File: config.mk
export PLATFORM = sky130hd
export DESIGN_NAME = logic_seq_ctrl
export DESIGN_NICKNAME = d
export VERILOG_FILES = /design/src/rtl/logic_seq_ctrl.sv
export SDC_FILE = /design/constraint.sdc
export NUM_CORES = 1
export LEC_CHECK = 0
export ABC_CLOCK_PERIOD_IN_PS = 2250
export CORE_MARGIN = 2
export CORE_UTILIZATION = 45
export CTS_CLUSTER_DIAMETER = 50
export DETAILED_ROUTE_END_ITERATION = 10
export GPL_ROUTABILITY_DRIVEN = 0
export GPL_TIMING_DRIVEN = 0
export PLACE_DENSITY = 0.71
export SYNTH_ARGS = -nofsm -noshare
export SYNTH_HDL_FRONTEND = slang
export SYNTH_SLANG_ARGS = --single-unit
File: constraint.sdc
create_clock -name clk -period 2.25 [get_ports clk]
set_clock_uncertainty 0.05 [all_clocks]
set_input_delay 0.5625 -clock clk [delete_from_list [all_inputs] [get_ports clk]]
set_output_delay 0.5625 -clock clk [all_outputs]
set_load 0.01 [all_outputs]
File: src/rtl/logic_seq_ctrl.sv
`default_nettype none
// ============================================================================
// Module   : logic_seq_ctrl (with nor_gate_8bit slice)
// Purpose  : Byte-serial 32-bit NOR/OR/AND/NAND unit built around a single
//            8-bit NOR slice. Operand and result inversion around the slice
//            yields the other three functions. Start/done handshake.
// Revision : 1.0 - initial release
// ============================================================================

// Shared 8-bit NOR slice: the only logic gate in the datapath.
module nor_gate_8bit (
  input  logic [7:0] n1,
  input  logic [7:0] n2,
  output logic [7:0] y
);
  assign y = ~(n1 | n2);
endmodule

module logic_seq_ctrl (
  input  logic        clk,
  input  logic        rst,
  input  logic        start,
  input  logic [1:0]  op,
  input  logic [31:0] a,
  input  logic [31:0] b,
  output logic        busy,
  output logic        done,
  output logic [31:0] result,
  output logic [1:0]  byte_idx
);

  typedef enum logic [1:0] {
    S_IDLE = 2'd0,
    S_RUN  = 2'd1,
    S_DONE = 2'd2
  } state_t;

  state_t      r_state;
  state_t      w_state_nxt;
  logic [1:0]  r_cnt;
  logic [31:0] r_a;
  logic [31:0] r_b;
  logic [1:0]  r_op;
  logic        w_accept;
  logic [7:0]  w_a_byte;
  logic [7:0]  w_b_byte;
  logic [7:0]  w_n1;
  logic [7:0]  w_n2;
  logic [7:0]  w_nor;
  logic [7:0]  w_byte;

  // A new operation is only taken when the slice is not being sequenced.
  assign w_accept = start && (r_state != S_RUN);

  // State register.
  always_ff @(posedge clk) begin
    if (rst) begin
      r_state <= S_IDLE;
    end else begin
      r_state <= w_state_nxt;
    end
  end

  // Next-state and handshake outputs; DONE lasts exactly one cycle.
  always_comb begin
    w_state_nxt = r_state;
    busy        = 1'b0;
    done        = 1'b0;
    case (r_state)
      S_IDLE: begin
        if (w_accept) w_state_nxt = S_RUN;
      end
      S_RUN: begin
        busy = 1'b1;
        if (r_cnt == 2'd3) w_state_nxt = S_DONE;
      end
      S_DONE: begin
        done        = 1'b1;
        w_state_nxt = w_accept ? S_RUN : S_IDLE;
      end
      default: w_state_nxt = S_IDLE;
    endcase
  end

  // Select the byte of each latched operand addressed by the counter.
  always_comb begin
    w_a_byte = r_a[7:0];
    w_b_byte = r_b[7:0];
    case (r_cnt)
      2'd0: begin w_a_byte = r_a[7:0];   w_b_byte = r_b[7:0];   end
      2'd1: begin w_a_byte = r_a[15:8];  w_b_byte = r_b[15:8];  end
      2'd2: begin w_a_byte = r_a[23:16]; w_b_byte = r_b[23:16]; end
      default: begin w_a_byte = r_a[31:24]; w_b_byte = r_b[31:24]; end
    endcase
  end

  // op[1] selects AND-family (De Morgan: inverted inputs into NOR);
  // op[0] inverts the slice output (NOR->OR, AND->NAND).
  assign w_n1   = r_op[1] ? ~w_a_byte : w_a_byte;
  assign w_n2   = r_op[1] ? ~w_b_byte : w_b_byte;
  assign w_byte = r_op[0] ? ~w_nor : w_nor;

  nor_gate_8bit u_slice (
    .n1 (w_n1),
    .n2 (w_n2),
    .y  (w_nor)
  );

  // Operand capture, byte counter and result accumulation.
  always_ff @(posedge clk) begin
    if (rst) begin
      r_cnt  <= 2'd0;
      r_a    <= 32'd0;
      r_b    <= 32'd0;
      r_op   <= 2'd0;
      result <= 32'd0;
    end else if (w_accept) begin
      r_cnt  <= 2'd0;
      r_a    <= a;
      r_b    <= b;
      r_op   <= op;
      result <= 32'd0;
    end else if (r_state == S_RUN) begin
      r_cnt                  <= r_cnt + 2'd1;
      result[8*r_cnt +: 8]   <= w_byte;
    end
  end

  assign byte_idx = (r_state == S_RUN) ? r_cnt : 2'd0;

endmodule
`default_nettype wire

Word level (Yosys, flattened, before mapping)
Index checks and enable logic that the tools add are counted.
- register bits: 102
- input port bits: 69
- output and inout port bits: 36
- logic and storage cells: 41
- add/subtract/negate cells: 2
- eq/ne operators: 8
- shift operators: 2
- mux-type cells: 13
- bitwise gates (word level): 5
- reduce and logical (&&, ||, !) cells: 5
- operator list (kind ; number):
    $pmux W8 S3 ; 2
    $neg A5 Y34 ; 1
    $shift A8 B34 Y32 const A ; 1
    $shiftx A8 B34 Y32 ; 1
    $bwmux W32 ; 1
    $not A8 Y8 ; 4
    $mux W8 ; 3
    $or A8 B8 Y8 ; 1
    $eq A2 B2 Y1 const B ; 3
    $mux W2 ; 3
    $pmux W2 S3 ; 1
    $eq A2 B1 Y1 const B ; 2
    $logic_not A2 Y1 ; 2
    $ne A2 B2 Y1 const B ; 2
    $mux W1 ; 3
    $add A2 B1 Y2 const B ; 1
    $ne A2 B1 Y1 const B ; 1
    $reduce_and A2 Y1 ; 1
    $reduce_or A2 Y1 ; 1
    $logic_and A1 B1 Y1 ; 1

Depth between registers and ports, before layout
Gate-level depths: netlist of the first run.
- word-level depth: 10
- mapped depth: 10

Cells and area by module
A second synthesis of the first run with hierarchy kept.
- cell total of the unflattened synthesis: 570
- area, all modules: 4804.6 um2
- modules (own cells, without submodules) (module ; instances ; cells an instance ; area each (um2) ; seq. area each (um2)):
    logic_seq_ctrl ; 1 ; 562 ; 4774.6 ; 2042.0
    nor_gate_8bit ; 1 ; 8 ; 30.0 ; 0.0

Worst setup path before layout of the first run
Ideal clock, no wire load.
- path type: reg-to-reg
- from: register r_cnt[0]
- to: register result[21]
- setup time: 0.117 ns
- data arrival time: 1.881 ns
- required time: 2.083 ns
- slack: 0.202 ns
- cell stages (with the launch flop): 11
- cell sequence: dfxtp_1 inv_1 ha_1 buf_6 buf_12 a22oi_2 a21oi_1 nor3_1 nor2_2 xnor2_2 a22o_1
- longest elaborated chain between the ends: 10
- elaborated cells between the ends (all ways): 17
- classes of those cells: add/sub (1); eq/ne (2); shift (2); mux (6); bitwise (5); reduce/logical (1)
- ends and longest elaborated chain (element ; line ; RTL):
    start, declared ; 40 ; logic [1:0] r_cnt;
    start signal, assigned ; 124 ; r_cnt <= r_cnt + 2'd1;
    $eq A2 B2 Y1, or another cell as far along ; 89 ; case (r_cnt)
    $pmux W8 S3 ; 89 ;
    $not A8 Y8 (on tied branches) ; 99, 100 ;
    $mux W8 (on tied branches) ; 99, 100 ;
    $or A8 B8 Y8 ; 16 ; assign y = ~(n1 | n2);
    $not A8 Y8 ; 16 ;
    $not A8 Y8 ; 101 ; assign w_byte = r_op[0] ? ~w_nor : w_nor;
    $mux W8 ; 101 ;
    $shiftx A8 B34 Y32 ; 125 ; result[8*r_cnt +: 8] <= w_byte;
    $bwmux W32 * ; 125 ;
    end signal, assigned by index ; 125 ;
    end, declared ; 28 ; output logic [31:0] result,
Every way passes the cells marked *; elsewhere a longest branch is shown, timed or not.
A chain may end at the register's enable or synchronous reset.

Final worst setup path of the first run
- from: register r_cnt[0]
- to: register result[18]
Same word-level chain as after synthesis.

==> results of run 1 <==
## where the power goes
group,total (W),internal (W),leakage [nW],switching (W)
registers,0.00195,0.00189,0.834,0.0000560
clock network,0.00123,0.000541,0.109,0.000691
logic,0.000655,0.000310,1.24,0.000345
## per-layer routing
metal | wire, µm | part of all wire, % | GRT usage [%] | vias to the layer above
li1 | - | - | - | 1938
met1 | 5220 | 47 | 29.5 | 1796
met2 | 5210 | 47 | 36.4 | 120
met3 | 518 | 4.6 | 3.45 | 19
met4 | 201 | 1.8 | 8.32 | 0
met5 | 0 | 0 | 0 | -
## layout make-up
type,count,share of cell area (%)
tap,129,2.80
clock inverter,7,1.60
sequential,102,35.5
clock buffer,9,2.15
multi-input combinational,361,36.1
timing repair buffer,104,18.0
inverter,4,0.282
buffer,35,3.56
## sequential cells by signal, indices dropped and copies added (netlist names)
register / count
r_a: 32
r_b: 32
result: 32
r_cnt: 2
r_op: 2
r_state: 2
## logic make-up (layout without fill, tap and decap cells)
logic type	count (synthesis)	after routing
simple gates	195	195
flops	102	102
compound gates	153	153
buf+inv	39	159
fa+ha+maj	5	5
xor+xnor	8	8
## repair_timing
item                                    in CTS  in global routing
pin swaps                                    0                  3
hold buffers                                 0                  0
endpoints found under the setup margin      34                 33
setup buffers                                0                  1
resized for setup                            5                 18
hold endpoints to repair                     0                  0
## critical path: cells and delay by family, from the launching register on
family | cells | cell delay, ps
compound gates | 3 | 630
xor+xnor | 1 | 170
fa+ha+maj | 1 | 250
buf+inv | 1 | 280
flops | 1 | 410
simple gates | 2 | 270
## cells in the final DEF, fill, tap and decap left out, drive strengths merged, types with 8 or more instances in the layout
cell / n
clkdlybuf4s50: 100
dfxtp: 102
a22o: 32
a22oi: 16
and3: 8
nor3: 10
buf: 24
clkbuf: 21
xnor2: 8
a21oi: 105
nor2b: 17
nor2: 17
nand2: 135
## metrics by stage
| step | TNS, ps | hold WS (ps) | setup slack [ps] |
|---|---|---|---|
| 2_1_floorplan | 0 | 386 | 202 |
| 3_3_place_gp | -2530 | 393 | -154 |
| 3_5_place_dp | -3280 | 397 | -120 |
| 4_1_cts | 0 | 411 | 1.05 |
| 5_1_grt | -21.2 | 423 | -9.84 |
| 6_report | 0 | 411 | 96.2 |
## final timing paths
kind,depth (start not counted),to
worst max-delay path,8,result[18]
worst min-delay path,2,r_b[3]
worst max register to register,8,result[18]
worst min register to register,2,r_b[3]
==> results by group, run 1 <==
Placement
  – Dpl hpwl: 8530 µm
  – Port Buffers: about 100
  – Placed insts: ~730
  – Placed instance area: 5460 µm²

Setup path
  – Slowest CP cell: dfxtp_4
  – Crit end category: flop
  – CP arrival: ~2400 ps
  – Worst setup startpoint: r_cnt[0]
  – Most used cell, CP: a21oi_1
  – Slowest stage delay, CP: approximately 410 ps
  – R2r startpoint: r_cnt[0]
  – CP Cell Sequence: ha_1 > buf_2 > a21oi_1 > a21oi_1 > and3_1 > nor2_2 > xnor2_2 > a22o_1
  – Crit Path Class: reg -> reg
  – Worst EP required: about 2500 ps
  – Critical-path maximum fanout: 10
  – Reg-to-reg slack, setup: a little under 100 ps
  – Startpoint types: flop

Logic synthesis
  – Yosys reg bits: between 100 and 150
  – Commonest cells post-synth: 135 x nand2_1, 104 x a21oi_1, 102 x dfxtp_1
  – Post-Synth Simple-Gate Area: approximately 20%
  – Main area contributors after synthesis: dfxtp_1 48%, a21oi_1 12%, nand2_1 12%, a22o_1 6.6%, nor2b_1 2.5%
  – Main flop type after synthesis: dfxtp_1
  – Mapped Cells: 502
  – Synth area leader: dfxtp_1
  – Adder-cell share of the synthesized area: 1.47%
  – Most common cell in the netlist: nand2_1
  – Cell Area, Synth: 4270 µm²
  – Post-synth EDFFs: 0
  – Post-synthesis xor/xnor area fraction: 2.70%
  – Mux contribution to synthesized area: 0%
  – Post-synth cell types: 30
  – Combinational family with the most area after synthesis: compound AO/OA/AOI/OAI gates
  – Syn Area/Cell: roughly 8.5 µm²
  – Post-synth top area share: between 40% and 50%
  – Synthesis Warnings: 0
  – Ys async rst share: 0%
  – Sequential share of the synthesized area: between 40% and 50%
  – Post-synthesis compound-gate area fraction: between 20% and 30%
  – Syn Nets: about 580

Routing
  – Initial DRC Count: 165
  – Drt wl/cell: about 15 µm
  – # DRC: 0
  – Final WL: 11200 µm
  – Antenna Nets Post-Route: 0
  – Via density: 5.16
  – Pre-Repair DR Iteration Count: 4
  – Via count: roughly 3900

STA
  – Period utilisation layout: ~96%
  – Minimum clock period: approximately 2200 ps
  – Max-slew violations: 0
  – Worst-margin pin slew: between 600 and 700 ps
  – Hold Fails Final Rpt: 0
  – FMAX: around 460 MHz
  – Rel. slew slack: a little under three fifths
  – Final setup viols: 0

Run
  – Max Cap Violations: 0

Finish
  – Finished Core Util: a little over three fifths
  – Antenna cell count: 0
  – Filler cells: 828
  – Nets@finish: a little under 700
  – P&R area growth vs syn: 35.2%
  – Non-filler instance count after layout: around 750
  – FF/Latch Area: 2050 µm²
  – Fin area: approximately 5800 µm²
  – Share of cells above drive strength 1: 11.1%
  – Area of the multi-input gates: between 2000 and 2500 µm²

Global route
  – First-pass GRT wire length: ~18000 µm
  – GR Overflow Total: 0
  – Largest net degree at the start of global routing: 20
  – Vias in the first global route: about 3700
  – Total GRT Usage: ~22%
  – Initial antenna violation count: 0

Floorplanning
  – Boundary Pins: about 110
  – Full die area: between 10000 and 15000 µm²
  – CORE AREA: 9240 µm²
  – Die width: between 100 and 150 µm
  – Initial core utilization: a little under half
  – Die Y: 101 µm
  – FP Rows: 35

Clocking
  – Worst-path clk slew: approximately 100 ps
  – CTS Buf Count: 9
  – TritonCTS clock tree: done
  – Clk_lat worst skew: approximately 370 ps
  – Clock Path Buffers: 2
  – CTS sink count: 102
  – CTS H-tree depth: 3
  – CTS root buf: clkbuf_8

Pwr
  – PD cells: roughly 660 nW/µm²
  – VDD IR max: roughly 0.00032 V
  – Post-layout total power: between 0.003 and 0.004 W
  – LEAKAGE: roughly 2.2 nW

Min path
  – Hold Path Class: reg -> reg
  – Hold Path Origin: r_b[3]

Status
  – Run status: finished, final reports clean
(Power assumes the default switching activity.)
==> run 2: changes to the inputs <==
- CAP_MARGIN: default -> 20
- PLACE_DENSITY: 0.71 -> 0.74
==> run 2 against run 1 <==
Compared with the run above: flip-flop and latch count is the same; fmax is 0.85% higher; die area stayed put; sequential share of layout area rose by 0.12 points; global-route usage increased by 0.58 points; non-clock buffer count increased by 1; via count is 0.75% higher; critical path type unchanged; critical endpoint is now result[2]; highest routed layer unchanged.
==> results by group, run 2 (same netlist as run 1, synthesis figures left out) <==
Run
  – Max Cap Violations: 0 (unchanged)

Clocking
  – Clk_lat worst skew: 390 ps (+20 ps)
  – Hold Buf Count CTS: 0 (unchanged)
  – Worst-path clk slew: 110 ps (about the same)
  – Clock Path Buffers: 2 (unchanged)
  – CTS H-tree depth: 3 (unchanged)
  – TritonCTS clock tree: done
  – CTS sink count: 102 (unchanged)
  – CTS Buf Count: 9 (unchanged)
  – CTS root buf: clkbuf_8

Floorplanning
  – Initial core utilization: 46.2% (unchanged)
  – CORE AREA: 9240 µm² (unchanged)
  – Full die area: 10300 µm² (unchanged)
  – FP Rows: 35 (unchanged)
  – Die Y: 101 µm (unchanged)
  – Boundary Pins: 105 (unchanged)
  – Die width: 101 µm (unchanged)

STA
  – Max-slew violations: 0 (unchanged)
  – Worst-margin pin slew: 696 ps (+51.4 ps)
  – Final setup viols: 0 (unchanged)
  – Rel. slew slack: 53.6% (-3.4 points)
  – FMAX: 468 MHz (+0.85%)
  – Period utilisation layout: 94.9% (-0.81 points)
  – Minimum clock period: 2140 ps (-18.2 ps)
  – RSZ-0062 raised after global routing: false
  – Hold Fails Final Rpt: 0 (unchanged)

Pwr
  – Post-layout total power: 0.00378 W (-1.4%)
  – PD cells: 657 nW/µm² (-1.1%)
  – P_int: 0.00265 W (-3.6%)
  – VDD IR max: 0.000300 V (-4.7%)
  – Clock network power share: 31.1% (-1.0 points)
  – Sw Share: 30.0% (+1.5 points)
  – Net switching power: 0.00113 W (+3.9%)
  – Register share of total power: 51.5% (+0.7 points)
  – Logic pwr share: 17.4% (+0.3 points)
  – LEAKAGE: 2.19 nW (+0.13%)

Finish
  – Fin area: 5750 µm² (-0.33%)
  – Share of cells above drive strength 1: 11.1% (-0.018 points)
  – Antenna cell count: 0 (unchanged)
  – Commonest non-fill, non-tap cell in the layout: nand2_1
  – P&R area growth vs syn: 34.8%
  – Largest regs: r_a x32, r_b x32, result x32
  – Most frequent cells in the layout: 135 x nand2_1, 100 x a21oi_1, 100 x clkdlybuf4s50_1, 100 x dfxtp_1, 32 x a22o_1
  – Nets@finish: 692 (+0.14%)
  – Non-filler instance count after layout: 752 (+0.13%)

Global route
  – First-pass GRT wire length: 18300 µm (+2.0%)
  – Total GRT Usage: 22.7% (+0.58 points)
  – GR Overflow Total: 0 (unchanged)
  – Vias in the first global route: 3788 (+1.4%)
  – Largest net degree at the start of global routing: 22 (+10%)
  – Initial antenna violation count: 0 (unchanged)

Routing
  – Via density: 5.19 (+0.61%)
  – Initial DRC Count: 167 (+1.2%)
  – Final WL: 11500 µm (+3.4%)
  – Antenna Nets Post-Route: 0 (unchanged)
  – Drt wl/cell: 15.3 µm (+3.2%)
  – # DRC: 0 (unchanged)
  – Pre-Repair DR Iteration Count: 4 (unchanged)
  – Via count: 3902 (+0.75%)

Setup path
  – Crit end category: flop
  – Startpoint types: flop
  – CP arrival: 2370 ps (about the same)
  – Critical-path maximum fanout: 10 (unchanged)
  – Worst EP required: 2490 ps (+20 ps)
  – Crit Path Class: reg -> reg

Placement
  – Dpl hpwl: 8690 µm (+1.9%)
  – Port Buffers: 103 (unchanged)
  – Placed insts: 734 (unchanged)
  – Placed instance area: 5460 µm² (unchanged)

Status
  – Run status: finished, final reports clean

Min path
  – Hold Path Class: reg -> reg
-- run 2: changes by cell type in the layout (fill, tap and decap cells not counted), sizes merged --
cell and change:
inv +2, buf +1, bufinv -1, clkinv -1
-- run 2: worst paths after layout --
kind | from | to | slack [ps] | cells after the start
max reg2reg | r_cnt[0] | result[2] | 110 | 10
min reg2reg | r_a[30] | r_a[30] | 410 | 2
min | r_a[30] | r_a[30] | 410 | 2
max | r_cnt[0] | result[2] | 110 | 10
-- run 2: metrics by stage --
stage                     setup TNS, ps  setup slack, ps  hold slack, ps  util [%]
final                                 0              114             410      62.2
after CTS                             0             10.9             411      61.5
after global routing                  0             3.63             433      62.2
after floorplan                       0              202             386         -
after detailed placement          -3850             -161             397      59.1
after global placement            -1720             -118             393      59.1
-- run 2: per-layer routing --
layer,wire length (µm),global-route usage (%),vias up
li1,-,-,1950
met1,5170,29.4,1811
met2,5480,38.7,121
met3,709,3.59,20
met4,168,7.90,0
met5,0,0,-
-- run 2: final cells by class --
cell class                 count  area [µm²]
buffer                        35         205
inverter                       4        16.3
sequential                   102        2050
multi-input combinational    361        2070
clock inverter                 7        81.3
clock buffer                   9         124
fill                         832        3490
timing repair buffer         105        1050
tap                          129         161
-- run 2: critical path, stage by stage, from the launching register on --
cell	delay [ps]
dfxtp_4	390
inv_1	90
ha_1	220
buf_6	160
buf_12	150
a22oi_2	190
a21oi_1	100
nor3_1	220
nor2_2	80
xnor2_2	170
a22o_1	230
-- run 2: power by group through the flow --
stage	logic, W	registers (W)	clock network (W)
final	0.000657	0.00195	0.00118
after global routing	0.000718	0.00196	0.00125
after CTS	0.000636	0.00195	0.00118
after detailed placement	0.000629	0.00199	0
after global placement	0.000616	0.00198	0
after floorplan	0.000370	0.00198	0
-- run 2: what timing repair did --
| item | in CTS | in global routing |
|---|---|---|
| endpoints found under the setup margin | 35 | 33 |
| gates cloned | 0 | 0 |
| resized for setup | 8 | 12 |
| pin swaps | 0 | 2 |
| buffers inserted | 0 | 2 |
==> run 3: changes to the inputs <==
- ABC_CLOCK_PERIOD_IN_PS: 2250 -> 2300
- clock period: 2.25 -> 2.3 ns (I/O delays scaled with it)
==> run 3 against run 2 <==
Compared with the run above: core utilization is 0.11 points lower; fmax is 2.9% lower; via count is 0.38% higher; critical path type unchanged; largest cell class unchanged.
==> results by group, run 3 (same netlist as run 1, synthesis figures left out) <==
Status
  – Run status: finished, final reports clean

Routing
  – Initial DRC Count: 195 (+17%)
  – Pre-Repair DR Iteration Count: 5 (+1)
  – Via count: 3917 (+0.38%)
  – Drt wl/cell: 15.3 µm (about the same)
  – Antenna Nets Post-Route: 0 (unchanged)
  – Final WL: 11500 µm (-0.32%)
  – Via density: 5.23 (+0.79%)
  – # DRC: 0 (unchanged)

Finish
  – Largest regs: r_a x32, r_b x32, result x32
  – Share of cells above drive strength 1: 10.8% (-0.27 points)
  – FF/Latch Area: 2050 µm² (unchanged)
  – Commonest non-fill, non-tap cell in the layout: nand2_1
  – Nets@finish: 689 (-0.43%)
  – Area of the multi-input gates: 2070 µm² (about the same)
  – Non-filler instance count after layout: 749 (-0.40%)
  – Most frequent cells in the layout: 135 x nand2_1, 101 x a21oi_1, 100 x clkdlybuf4s50_1, 100 x dfxtp_1, 32 x a22o_1
  – Filler cells: 833 (+0.12%)
  – Fin area: 5740 µm² (-0.17%)
  – P&R area growth vs syn: 34.5%
  – Antenna cell count: 0 (unchanged)

Placement
  – Dpl hpwl: 8690 µm (unchanged)
  – Placed instance area: 5460 µm² (unchanged)
  – Pre-CTS WS: -111 ps (+50.0 ps)
  – Placed insts: 734 (unchanged)
  – Port Buffers: 103 (unchanged)

STA
  – Max-slew violations: 0 (unchanged)
  – Hold Fails Final Rpt: 0 (unchanged)
  – Minimum clock period: 2200 ps (+63.5 ps)
  – Final TNS setup: 0 ps (unchanged)
  – Period utilisation layout: 95.6% (+0.70 points)
  – FMAX: 455 MHz (-2.9%)
  – Rel. slew slack: 53.6% (about the same)
  – Worst-margin pin slew: 696 ps (-0.138 ps)
  – Final setup viols: 0 (unchanged)
  – Final WS setup: 101 ps (-13.5 ps)

Clocking
  – Setup Buffers After CTS: 0 (unchanged)
  – Clock Path Buffers: 2 (unchanged)
  – CTS H-tree depth: 3 (unchanged)
  – TritonCTS clock tree: done
  – CTS root buf: clkbuf_8
  – CTS sink count: 102 (unchanged)
  – CTS Buf Count: 9 (unchanged)
  – Worst-path clk slew: 120 ps (about the same)
  – Clk_lat worst skew: 390 ps (about the same)
  – Hold Buf Count CTS: 0 (unchanged)

Floorplanning
  – Die Y: 101 µm (unchanged)
  – Full die area: 10300 µm² (unchanged)
  – Die width: 101 µm (unchanged)
  – Initial core utilization: 46.2% (unchanged)
  – FP Rows: 35 (unchanged)
  – Boundary Pins: 105 (unchanged)
  – CORE AREA: 9240 µm² (unchanged)

Global route
  – Met3 usage: 3.59% (unchanged)
  – First-pass GRT wire length: 18200 µm (-0.53%)
  – Met1 Use GR: 29.3% (-0.13 points)
  – Largest net degree at the start of global routing: 22 (unchanged)
  – Initial antenna violation count: 0 (unchanged)
  – Total GRT Usage: 22.7% (-0.087 points)
  – GR peak layer: met2
  – Met2 Use GR: 38.5% (-0.15 points)
  – GR Overflow Total: 0 (unchanged)
  – Vias in the first global route: 3774 (-0.37%)

Run
  – Max Cap Violations: 0 (unchanged)

Setup path
  – Crit end category: flop
  – CP arrival: 2440 ps (+70 ps)
  – R2r startpoint: r_cnt[0]
  – Worst setup startpoint: r_cnt[0]
  – Critical-path maximum fanout: 10 (unchanged)
  – Worst EP required: 2540 ps (+50 ps)
  – Reg-to-reg slack, setup: 100 ps (about the same)
  – Startpoint types: flop
  – Crit Path Class: reg -> reg

Pwr
  – LEAKAGE: 2.20 nW (+0.62%)
  – PD cells: 644 nW/µm² (-2.0%)
  – VDD IR max: 0.000294 V (-2.0%)
  – Post-layout total power: 0.00370 W (-2.2%)

Min path
  – Hold Path Origin: r_a[30]
  – Hold Path Class: reg -> reg
## run 3: worst max-delay path: stages (launching register included)
cell and delay [ps]:
dfxtp_4 420, inv_1 110, ha_1 220, buf_6 160
buf_12 150, a22oi_2 190, a21oi_1 110, and3_1 180
nor2_2 160, xnor2_2 140, a22o_1 230
## run 3: worst paths after layout
| path | end | cells past startpoint |
|---|---|---|
| worst max register to register | result[17] | 10 |
| worst min-delay path | r_a[30] | 2 |
| worst max-delay path | result[17] | 10 |
| worst min register to register | r_a[30] | 2 |
## run 3: area by class of cell
cell class	count	share of cell area, %
clock inverter	7	1.42
sequential	102	35.7
tap	129	2.81
buffer	34	3.51
multi-input combinational	361	36.1
clock buffer	9	2.16
timing repair buffer	103	18.1
inverter	4	0.283
## run 3: metal layers
metal  wire, µm  share of wire [%]
met4        153                1.3
met2       5530                 48
met1       5240                 46
met5          0                  0
met3        566                4.9
## run 3: through the flow
step | util, % | hold WS (ps)
floorplan | - | 386
global placement | 59.1 | 393
detailed placement | 59.1 | 397
CTS | 61.4 | 411
global route | 62.1 | 433
finish | 62.1 | 408
## run 3: power breakdown
part	switching (W)	total (W)	internal [W]	leakage, nW
combinational	0.000342	0.000641	0.000299	1.26
clock	0.000713	0.00115	0.000437	0.104
sequential	0.0000551	0.00191	0.00185	0.834
total	0.00111	0.00370	0.00259	2.20
## run 3: what timing repair did
item	4_1_cts	5_1_grt
gates cloned	0	0
endpoints found under the setup margin	33	33
pin swaps	0	2
gates resized for setup	4	16
==> edit, RTL diff (flow settings as in run 3) <==
Add an input register stage for `a`, without a reset; this delays it by one clock. The other inputs are not delayed to match.
--- a/src/rtl/logic_seq_ctrl.sv
+++ b/src/rtl/logic_seq_ctrl.sv
@@ -36,2 +36,8 @@
   } state_t;
+
+  logic [31:0] a_q;
+
+  always_ff @(posedge clk) begin
+    a_q <= a;
+  end
 
@@ -118,3 +124,3 @@
       r_cnt  <= 2'd0;
-      r_a    <= a;
+      r_a    <= a_q;
       r_b    <= b;
Function: changed (Yosys sat finds a counterexample within 4 cycles, from zero or initial values and one cycle with rst high).
==> edit against run 3 <==
  * First-iteration DRC count up 30%
  * Global-route usage decreased by 0.97 points
  * Largest power group is now clock
  * Largest cell class is now sequential cells
  * Sequential cell count up 32
  * Highest routed layer unchanged
  * Total power up 55%
  * Design area increased by 18%
  * Setup slack got worse by 0.00087 ns
  * Area after synthesis grew 16%
  * Wire length increased by 6.7%
  * Worst hold slack lost 0.021 ns
  * Non-clock buffer count grew 2
==> edit: results <==
export IMPL_place_ws_ns=-0.06996
export IMPL_cts_max_level=4
export IMPL_grt_use_total_pct=21.68
export IMPL_clk_latency_ns=0.52
export IMPL_first_iter_violations=253
export IMPL_sw_frac_of_total_pct=24.88
export IMPL_use_met1_pct=27.32
export IMPL_status="finished clean"
export IMPL_grt_pass1_vias=4109
export IMPL_synth_seq_area_share_pct=54.26
export IMPL_yosysUniqueCellTypes=31
export IMPL_final_area_mm2=0.006787
export IMPL_fmax_mhz=454.5
export IMPL_fin_nets=731
export IMPL_met3_usage_pct=5.140
export IMPL_hold_worst_slack_ns=0.3875
export IMPL_grt_use_met2_pct=35.89
export IMPL_firstDrtPassIters=6
export IMPL_ir_worst_vdd_uv=442.0
export IMPL_setup_worst_path_end="result[27]"
export IMPL_p_leak_nw=2.623
export IMPL_timing_rr_end="result[27]"
export IMPL_grt_pass1_wl_mm=19.69
export IMPL_nFillCells=898
export IMPL_hpwl_mm=9.002
export IMPL_dpl_cell_area_mm2=0.006150
## edit: cell count changes after synthesis, sizes merged
cell | run 3 | this run
and4b | 0 | 1
or2b | 1 | 0
nor3 | 10 | 11
dfxtp | 102 | 134
clkbuf | 12 | 14
and4 | 1 | 0
and3 | 8 | 9
nor4 | 1 | 0
buf | 23 | 22
## edit: power by group through the flow
stage	Combinational, W	Sequential [W]	Clock, W
2_1_floorplan	0.000367	0.00254	0
5_1_grt	0.000705	0.00252	0.00274
3_3_place_gp	0.000605	0.00255	0
6_report	0.000644	0.00251	0.00260
4_1_cts	0.000624	0.00250	0.00261
3_5_place_dp	0.000621	0.00255	0
## edit: final cells by class
| cell class | count | area share [%] |
|---|---|---|
| Tap cell | 140 | 2.581 |
| Inverter | 4 | 0.2397 |
| Clock buffer | 18 | 6.305 |
| Multi-Input combinational cell | 361 | 30.83 |
| Timing Repair Buffer | 103 | 15.14 |
| Sequential cell | 134 | 39.58 |
| Clock inverter | 13 | 2.157 |
| Buffer | 36 | 3.171 |
## edit: worst max-delay path: cells and delay by family (launching register included)
kind / cells / cell delay, ns
xor gates and xnor gates: 1 / 0.13
buffers and inverters: 3 / 0.40
and+or+nand+nor: 2 / 0.32
AOI/OAI and AO/OA: 3 / 0.55
DFF: 1 / 0.41
adders and majority gates: 1 / 0.22
## edit: metal layers
layer	part of all wire [%]	up-vias
met4	2.6	0
li1	-	2073
met1	44	1935
met3	6.2	34
met5	0	-
met2	48	164
## edit: timing repair
item,CTS,global route
pin swaps,0,4
gates resized for setup,5,13
setup endpoints to repair,35,33
## edit: cell families after synthesis
family	Yosys count	share of synthesized area (%)
flip-flops	134	54.26
AO/OA/AOI/OAI	153	19.97
buffers and inverters	40	4.606
XOR/XNOR	8	2.480
adder cells (fa/ha/maj)	5	1.266
AND/OR/NAND/NOR	195	17.41
